<file path="src/rtl/sonic_poll_scheduler.sv">
// -----------------------------------------------------------------------------
// sonic_poll_scheduler
//   Avalon-MM master that drives the ultrasonic ranging core through one
//   measurement: write CTRL=1 (trigger), wait a settle time, poll STATUS until
//   bit0 is set (or give up after a timeout), read DIST, then publish a
//   saturated distance with a one-cycle valid strobe. Measurements run
//   periodically while enable is high, or once per start pulse.
//
//   Optional build macro: MEDIAN3_EN
//     defined   : published distance is the median of the last three saturated
//                 samples (the first two after reset are passed through raw).
//     undefined : published distance is the raw saturated sample.
//
// Ports
//   clk, reset_n        clock, asynchronous active-low reset
//   enable              1 = periodic auto measurement every PERIOD_CYCLES
//   start               single-cycle request for one measurement
//   s_address/s_cs/s_read/s_write/s_writedata
//                       master command to the sonic slave (0=DIST 1=CTRL 2=STATUS)
//   s_readdata          read data, valid the cycle after a read is accepted
//   s_waitrequest       slave stall; a command is accepted when it is low
//   distance            last good distance, held between updates
//   distance_valid      one-cycle pulse while distance takes its new value
//   sensor_timeout      set when polling gives up, cleared by the next publish
//   overrun             sticky: a period tick arrived while busy; start clears
//   busy                high whenever the sequencer is not idle
// -----------------------------------------------------------------------------
module sonic_poll_scheduler #(
   parameter int PERIOD_CYCLES  = 3_000_000,
   parameter int SETTLE_CYCLES  = 500,
   parameter int TIMEOUT_CYCLES = 1_500_000,
   parameter int DIST_W         = 22
) (
   input  logic              clk,
   input  logic              reset_n,
   input  logic              enable,
   input  logic              start,
   output logic [2:0]        s_address,
   output logic              s_cs,
   output logic              s_read,
   output logic              s_write,
   output logic [31:0]       s_writedata,
   input  logic [31:0]       s_readdata,
   input  logic              s_waitrequest,
   output logic [DIST_W-1:0] distance,
   output logic              distance_valid,
   output logic              sensor_timeout,
   output logic              overrun,
   output logic              busy
);

   localparam int TMR_MAX = (SETTLE_CYCLES > TIMEOUT_CYCLES) ? SETTLE_CYCLES : TIMEOUT_CYCLES;
   localparam int TMR_W   = $clog2(TMR_MAX + 1);
   localparam int PER_W   = $clog2(PERIOD_CYCLES + 1);

   localparam logic [TMR_W-1:0] SETTLE_LAST = TMR_W'(SETTLE_CYCLES - 1);
   localparam logic [TMR_W-1:0] TMO_LAST    = TMR_W'(TIMEOUT_CYCLES - 1);
   localparam logic [PER_W-1:0] PER_LAST    = PER_W'(PERIOD_CYCLES - 1);

   localparam logic [2:0] ADDR_DIST   = 3'd0;
   localparam logic [2:0] ADDR_CTRL   = 3'd1;
   localparam logic [2:0] ADDR_STATUS = 3'd2;

   typedef enum logic [2:0] {
      IDLE    = 3'd0,
      TRIG    = 3'd1,
      SETTLE  = 3'd2,
      POLL    = 3'd3,
      RD_DIST = 3'd4,
      PUBLISH = 3'd5
   } state_e;

   state_e              state_q, state_d;
   logic                rdwait_q, rdwait_d;     // 0: issuing read, 1: read data on bus
   logic [TMR_W-1:0]    tmr_q, tmr_d;           // settle count, then poll timeout count
   logic [PER_W-1:0]    per_q, per_d;
   logic                pending_q, pending_d;
   logic                overrun_q, overrun_d;
   logic                timeout_q, timeout_d;
   logic [DIST_W-1:0]   dist_q, dist_d;

   logic                tick;
   logic [DIST_W-1:0]   sat_w;
   logic [DIST_W-1:0]   filtered;

   // Period counter only advances while enabled; tick on the last count, then wrap.
   assign tick  = enable && (per_q == PER_LAST);
   assign per_d = (!enable || tick) ? '0 : per_q + PER_W'(1);

   // Any set bit above the published width means the reading does not fit.
   assign sat_w = (|s_readdata[31:DIST_W]) ? '1 : s_readdata[DIST_W-1:0];

`ifdef MEDIAN3_EN
   logic [DIST_W-1:0] h1_q, h2_q;   // previous two saturated samples, newest in h1
   logic [1:0]        hcnt_q;       // number of valid history entries (0..2)
   logic              pub_take;

   function automatic logic [DIST_W-1:0] med3(input logic [DIST_W-1:0] a,
                                              input logic [DIST_W-1:0] b,
                                              input logic [DIST_W-1:0] c);
      logic [DIST_W-1:0] lo, hi;
      lo = (a < b) ? a : b;
      hi = (a < b) ? b : a;
      if (c < lo)      return lo;
      else if (c > hi) return hi;
      else             return c;
   endfunction

   // A sample enters history only on a successful DIST read; timeouts never reach here.
   assign pub_take = (state_q == RD_DIST) && rdwait_q;
   assign filtered = (hcnt_q == 2'd2) ? med3(sat_w, h1_q, h2_q) : sat_w;

   always_ff @(posedge clk or negedge reset_n) begin
      if (!reset_n) begin
         h1_q   <= '0;
         h2_q   <= '0;
         hcnt_q <= '0;
      end else if (pub_take) begin
         h1_q <= sat_w;
         h2_q <= h1_q;
         if (hcnt_q != 2'd2) hcnt_q <= hcnt_q + 2'd1;
      end
   end
`else
   assign filtered = sat_w;
`endif

   always_comb begin
      state_d     = state_q;
      rdwait_d    = rdwait_q;
      tmr_d       = tmr_q;
      pending_d   = pending_q;
      overrun_d   = overrun_q;
      timeout_d   = timeout_q;
      dist_d      = dist_q;
      s_read      = 1'b0;
      s_write     = 1'b0;
      s_address   = ADDR_DIST;

      case (state_q)
         IDLE: begin
            if (start || tick || pending_q) begin
               state_d   = TRIG;
               pending_d = 1'b0;
            end
         end
         TRIG: begin
            s_write   = 1'b1;
            s_address = ADDR_CTRL;
            if (!s_waitrequest) begin
               state_d = SETTLE;
               tmr_d   = '0;
            end
         end
         SETTLE: begin
            if (tmr_q == SETTLE_LAST) begin
               state_d  = POLL;
               tmr_d    = '0;
               rdwait_d = 1'b0;
            end else begin
               tmr_d = tmr_q + TMR_W'(1);
            end
         end
         POLL: begin
            // Timer saturates so an expiry during a stalled read is still seen
            // at the next data phase; a command is never abandoned mid-stall.
            if (tmr_q != TMO_LAST) tmr_d = tmr_q + TMR_W'(1);
            if (!rdwait_q) begin
               s_read    = 1'b1;
               s_address = ADDR_STATUS;
               if (!s_waitrequest) rdwait_d = 1'b1;
            end else if (s_readdata[0]) begin
               state_d  = RD_DIST;
               rdwait_d = 1'b0;
            end else if (tmr_q == TMO_LAST) begin
               state_d   = IDLE;
               rdwait_d  = 1'b0;
               timeout_d = 1'b1;
            end else begin
               rdwait_d = 1'b0;
            end
         end
         RD_DIST: begin
            if (!rdwait_q) begin
               s_read    = 1'b1;
               s_address = ADDR_DIST;
               if (!s_waitrequest) rdwait_d = 1'b1;
            end else begin
               // Register the result now so it is on distance during PUBLISH.
               state_d   = PUBLISH;
               rdwait_d  = 1'b0;
               dist_d    = filtered;
               timeout_d = 1'b0;
            end
         end
         PUBLISH: state_d = IDLE;
         default: state_d = IDLE;
      endcase

      // Ticks while busy collapse into a single pending request.
      if (state_q != IDLE) begin
         if (start) overrun_d = 1'b0;
         if (tick) begin
            pending_d = 1'b1;
            overrun_d = 1'b1;
         end
      end
      if (!enable) pending_d = 1'b0;
   end

   always_ff @(posedge clk or negedge reset_n) begin
      if (!reset_n) begin
         state_q   <= IDLE;
         rdwait_q  <= 1'b0;
         tmr_q     <= '0;
         per_q     <= '0;
         pending_q <= 1'b0;
         overrun_q <= 1'b0;
         timeout_q <= 1'b0;
         dist_q    <= '0;
      end else begin
         state_q   <= state_d;
         rdwait_q  <= rdwait_d;
         tmr_q     <= tmr_d;
         per_q     <= per_d;
         pending_q <= pending_d;
         overrun_q <= overrun_d;
         timeout_q <= timeout_d;
         dist_q    <= dist_d;
      end
   end

   // Strobes are decoded from registered state, so reset removes them at once.
   assign s_cs           = s_read | s_write;
   assign s_writedata    = s_write ? 32'd1 : 32'd0;
   assign distance       = dist_q;
   assign distance_valid = (state_q == PUBLISH);
   assign sensor_timeout = timeout_q;
   assign overrun        = overrun_q;
   assign busy           = (state_q != IDLE);

endmodule

</file>
<file path="config.mk">
export PLATFORM = sky130hd
export DESIGN_NAME = sonic_poll_scheduler
export DESIGN_NICKNAME = d
export VERILOG_FILES = /design/src/rtl/sonic_poll_scheduler.sv
export SDC_FILE = /design/constraint.sdc
export NUM_CORES = 1
export LEC_CHECK = 0
export BUFFER_PORTS_ARGS = -buffer_cell sky130_fd_sc_hd__buf_2
export CAP_MARGIN = 10
export CORE_MARGIN = 10
export CORE_UTILIZATION = 53
export CTS_CLUSTER_DIAMETER = 100
export CTS_CLUSTER_SIZE = 25
export DETAILED_ROUTE_END_ITERATION = 12
export GPL_ROUTABILITY_DRIVEN = 0
export GPL_TIMING_DRIVEN = 0
export PLACE_DENSITY = 0.85
export SLEW_MARGIN = 20
export SYNTH_ARGS = -nofsm -noshare
export SYNTH_HDL_FRONTEND = slang
export SYNTH_SLANG_ARGS = --single-unit
</file>
<file path="constraint.sdc">
create_clock -name clk -period 6.82 [get_ports clk]
set_input_delay 1.364 -clock clk [delete_from_list [all_inputs] [get_ports clk]]
set_output_delay 1.364 -clock clk [all_outputs]
set_load 0.01 [all_outputs]
</file>
==> metrics.cfg, run 1 <==
[pwr]
ir_drop_mv=0.136
p_per_area_mw_per_mm2=178
p_leak_nw=2.35

[synthesis]
synth.distinct_cells=59
seq_area_frac_synth_pct=45.1
ys_async_sr_fraction_pct=100
synth_edf_count=0
avgSynthCellArea_um2=10.0
ys.flop_type=dfrtp_1
ys.warnings.count=0
ys_ff_latch=72
netlist_area_mm2=0.00400
netlist_instances=399

[cells_and_area]
layout_common_cells=dfrtp_1 (72), buf_2 (70), nor2_1 (38), buf_4 (35), conb_1 (32)
drive_above_1_share_pct=28.2
nFillCells=592
post-route-util_pct=66.0
layout_commonest_cell=dfrtp_1
multi_input_area_mm2=0.00188
seqCellArea_mm2=0.00180
layout.nets=549
syn_to_final_growth_pct=20.5
antenna_cells=0

[grt]
gr-total-overflow=0
first_global_vias=3529
antenna_found_initial=0
grt_max_degree=42
grt_pass1_wl_um=16800
grtUsageTotal_pct=17.7

[sta]
max_freq_mhz=316
timing.final.crit_share_pct=46.4
finClkSkew_ps=17.5
layout_setup_ws_ps=3660
setup_viol=0
max_slew.worst_pin.slew_ps=786
drv_slew=0
maxSlewHeadroom_pct=47.2
hold_violations=0
post-route-min-period_ps=3160
rsz0062_at_grt=no
tns_ps=0

[cts]
hold_buffers=0
numCtsBuffers=9
cts_tree=done
cts_root_buf=clkbuf_8
path_clk_slew_ps=90
insertion_delay_ps=360
post_cts_buffers=0
cts.path.max_buffers=2
h-tree-depth=3
cts.sinks=72
post_cts_resized=0

[critical_path]
worstPathCellList=clkbuf_8, nor2_1, nand2_1, a21oi_1, or2_2, buf_2
r2r_end=state_q[0]
cp-start-kind=register
crit_fanout=10
critPathMaxStageDelay_ps=410
ff2ff_setup_slack_ps=4410
cp_slowest_cell=dfrtp_1
cp.required_ps=5460
worst_setup_path_end_kind=output pin
crit_type=reg -> out
rr_worst_depth=6
r2r-start=tmr_q[0]
cp.arrival_ps=1800

[routing]
vias=3375
ant_nets=0
top_layer_used=met4
dr_wl_met2_um=4600
wl_met1_um=3900
first_iter_violations=182
first_pass_iters=4
wl_um=9900
viasPerCell=5.50
post_drt_wl_per_cell_um=16.1
drc_errors=0
wl_met3_um=1130

[job]
drv_cap=0

[min_path]
hp-class=reg -> reg
whs_path_depth=1
hp-start=per_q[0]
min_to=per_q[0]

[placement]
place_ws_ps=3780
port_buffers=68
dp_hpwl_um=7580

[die]
dieArea_mm2=0.0114
rows=31
start_util_pct=54.8
die_x_um=107
boundaryPins=101
die_h_um=107
core_area_mm2=0.00729

[run_status]
status=completed

## metrics by stage
stage	instances	total power [W]	hold slack (ps)	area [µm²]
6_report	614	0.000857	495	4820
5_1_grt	614	0.000886	524	4820
4_1_cts	614	0.000861	494	4820
3_5_place_dp	598	0.000487	482	4600
3_3_place_gp	597	0.000484	465	4580
2_1_floorplan	430	0.000464	455	4110
## sequential cells by signal (all words and copies together), names as in the netlist
signal / flops
tmr_q: 21
state_q: 3
per_q: 22
distance: 22
overrun: 1
pending_q: 1
rdwait_q: 1
sensor_timeout: 1
## critical path, delay by kind of cell (launching register included)
family | cells | cell delay [ps]
AOI/OAI and AO/OA | 1 | 200
buffers and inverters | 2 | 300
DFF | 1 | 410
and+or+nand+nor | 3 | 530
## area by class of cell
cell class              count  share of cell area [%]
inverters                   8                   0.624
well taps                  99                    2.57
clock buffers              10                    2.65
repair buffers             69                    7.53
clock inverters             6                    1.87
plain buffers              52                    8.24
multi-input cells         298                    39.1
flip-flops and latches     72                    37.4
## synth_stat cells (4+ instances only)
cell type / count / area share, %
dfrtp_1: 72 / 45
nor3_1: 4 / 0.50
a31oi_1: 4 / 0.63
nand4_1: 12 / 1.9
and2_1: 5 / 0.78
nor4_1: 9 / 1.4
and3_1: 9 / 1.4
nand3_1: 15 / 1.9
nand2_1: 29 / 2.7
and4_1: 7 / 1.5
xnor2_1: 12 / 2.6
nor2_1: 38 / 3.6
or3_1: 5 / 0.78
xor2_1: 13 / 2.9
o21ai_0: 19 / 2.4
clkbuf_8: 4 / 1.4
inv_1: 8 / 0.75
a21oi_1: 8 / 1.0
nor2b_1: 5 / 0.78
buf_4: 34 / 6.4
o22a_1: 22 / 4.8
clkbuf_1: 7 / 0.66
nand4b_1: 4 / 0.88
or4_1: 5 / 0.94
## power breakdown
part,total [W],switching (W),internal (W)
Clock,0.000378,0.000170,0.000208
Sequential,0.000429,0.00000127,0.000428
Combinational,0.0000501,0.0000269,0.0000232
Total,0.000857,0.000198,0.000659
## how the worst max path moves through the flow
| stage | from | endpoint | slack, ps |
|---|---|---|---|
| 6_report | state_q[0] | s_cs | 3660 |
| 5_1_grt | state_q[0] | s_cs | 3520 |
| 4_1_cts | state_q[0] | s_cs | 3650 |
| 3_5_place_dp | s_waitrequest | tmr_q[12] | 3780 |
| 3_3_place_gp | s_waitrequest | tmr_q[12] | 3860 |
| 2_1_floorplan | s_waitrequest | tmr_q[12] | 4140 |
## logic make-up after synthesis
kind of cell / share of synthesized area (%)
muxes: 0.376
xor gates and xnor gates: 5.48
DFF: 45.1
AOI/OAI and AO/OA: 13.7
other: 0.0939
buffers and inverters: 10.7
adders and majority gates: 0.626
and+or+nand+nor: 23.9
## routing by layer
layer | vias to the layer above | track usage [%]
met5 | - | 0
li1 | 1592 | -
met4 | 0 | 8.03
met1 | 1617 | 19.1
met2 | 143 | 28.7
met3 | 23 | 8.68
Power figures use the tool's default switching activity.
==> inputs of run 2 (changes only) <==
- ABC_AREA: not set -> 1
- PLACE_DENSITY: 0.85 -> 0.84
- clock period: 6.82 -> 3.2 ns (I/O delays scaled with it)
==> metrics.cfg, run 2 <==
[run_status]
status=completed

[sta]
drv_slew=0
layout_setup_ws_ps=1040
max_freq_mhz=464
finClkSkew_ps=7.58
timing.final.crit_share_pct=67.4
setup_viol=0
hold_violations=0
rsz0062_at_grt=no
maxSlewHeadroom_pct=66.6
tns_ps=0
post-route-min-period_ps=2160
max_slew.worst_pin.slew_ps=502

[synthesis]
synth.distinct_cells=35
netlist.area_leader.share_pct=41.2
ys_async_sr_fraction_pct=100
avgSynthCellArea_um2=7.50
netlist_area_mm2=0.00437
synth_edf_count=0
synth_area_leader_cell=dfrtp_1
ys_top_cells_by_count=nand2_1 (148), nor2_1 (106), dfrtp_1 (72), inv_1 (40), buf_4 (35)
synthTopCellsByArea=dfrtp_1 (41%), nand2_1 (13%), nor2_1 (9.1%)
ys.flop_type=dfrtp_1
seq_area_frac_synth_pct=41.2
ys_ff_latch=72
netlist_instances=583
ys.warnings.count=0
yosysMostFrequentCell=nand2_1

[critical_path]
cp.arrival_ps=1520
ff2ff_setup_slack_ps=1270
worst_setup_path_end_kind=output pin
cp_slowest_cell=dfrtp_1
rr_worst_depth=7
r2r_end=per_q[8]
cp.required_ps=2560
crit_top_cell=nand2_1
crit_type=reg -> out
critPathMaxStageDelay_ps=450
r2r-start=per_q[0]
crit_fanout=6
cp-start-kind=register
crit_start=state_q[2]
worstPathCellList=inv_1, nand2_2, inv_2, nand2_2, nand2_1, nand2_1, nand2_1, buf_2

[grt]
grt_max_degree=38
grt_pass1_wl_um=19200
grtUsageTotal_pct=18.1
met1_usage_pct=21.1
met2_usage_pct=32.1
antenna_found_initial=0
gr-total-overflow=0
first_global_vias=4049
grt_use_met3_pct=4.60
busiest_layer=met2

[cts]
numCtsBuffers=9
cts_tree=done
h-tree-depth=3
insertion_delay_ps=340
cts.sinks=72
cts_root_buf=clkbuf_8
hold_buffers=0
post_cts_buffers=0
cts.path.max_buffers=2
path_clk_slew_ps=80
post_cts_resized=0

[pwr]
pwr-share-comb_pct=35.1
p_leak_nw=2.56
internal_power_w=0.00201
p_per_area_mw_per_mm2=614
p_sw_w=0.00121
pwr-share-seq_pct=34.9
p_sw_share_pct=37.7
pwr-share-clk_pct=30.1
ir_drop_mv=0.399

[cells_and_area]
layout_commonest_cell=nand2_1
antenna_cells=0
layout_common_cells=nand2_1 (148), nor2_1 (106), buf_2 (79), dfrtp_1 (72), inv_1 (40)
multi_input_area_mm2=0.00217
seqCellArea_mm2=0.00180
drive_above_1_share_pct=21.6
layout.nets=733
syn_to_final_growth_pct=20.1
post-route-util_pct=64.6
nFillCells=673

[routing]
drc_errors=0
first_iter_violations=264
vias=4154
viasPerCell=5.17
ant_nets=0
post_drt_wl_per_cell_um=14.0
first_pass_iters=5
wl_um=11200

[min_path]
hp-class=in -> async

[die]
core_area_mm2=0.00813
die_h_um=111
start_util_pct=53.8
die_x_um=111
rows=33
dieArea_mm2=0.0123
boundaryPins=101

[placement]
port_buffers=68
dp_hpwl_um=8480
place_ws_ps=1240

[job]
drv_cap=0

[run 2: layout make-up]
cell class	instances	area share, %
plain buffers	50	6.50
clock buffers	11	2.69
clock inverters	5	2.43
inverters	46	3.29
multi-input cells	446	41.4
flip-flops and latches	72	34.3
well taps	105	2.50
repair buffers	69	6.91
[run 2: kinds of logic after synthesis]
group	Yosys count	share of synthesized area (%)
simple gates	328	31.8
buf+inv	96	11.8
flops	72	41.2
compound gates	62	10.1
xor+xnor	22	4.41
fa+ha+maj	2	0.572
other cells	1	0.0858
[run 2: worst max-delay path: cells and delay by family (launching register included)]
kind	cells	cell delay (ps)
DFF	1	450
and+or+nand+nor	5	430
buffers and inverters	3	290
[run 2: worst max path at each step]
stage	endpoint	slack [ps]	cells past startpoint
after floorplan	distance[10]	1490	4
after global placement	per_q[8]	1090	1
after detailed placement	distance[6]	1240	5
after CTS	s_cs	1030	8
after global routing	s_cs	920	8
final	s_cs	1040	8
[run 2: stage by stage]
step | hold slack (ps) | power (W) | area (µm²) | instances
6_report | 244 | 0.00323 | 5250 | 804
5_1_grt | 265 | 0.00342 | 5250 | 804
4_1_cts | 256 | 0.00322 | 5250 | 804
3_5_place_dp | 474 | 0.00225 | 4980 | 788
3_3_place_gp | 470 | 0.00220 | 4960 | 787
2_1_floorplan | 344 | 0.00191 | 4490 | 614
[run 2: per-layer routing]
| metal | vias to the layer above | routed length, µm |
|---|---|---|
| li1 | 2037 | - |
| met1 | 1934 | 4440 |
| met2 | 164 | 5890 |
| met3 | 19 | 741 |
| met4 | 0 | 172 |
| met5 | - | 0 |
[run 2: power by group through the flow]
stage	sequential (W)	clock, W	combinational, W
detailed placement	0.00114	0	0.00111
floorplan	0.00112	0	0.000791
global route	0.00114	0.00103	0.00126
CTS	0.00112	0.000980	0.00112
global placement	0.00113	0	0.00106
finish	0.00112	0.000969	0.00113
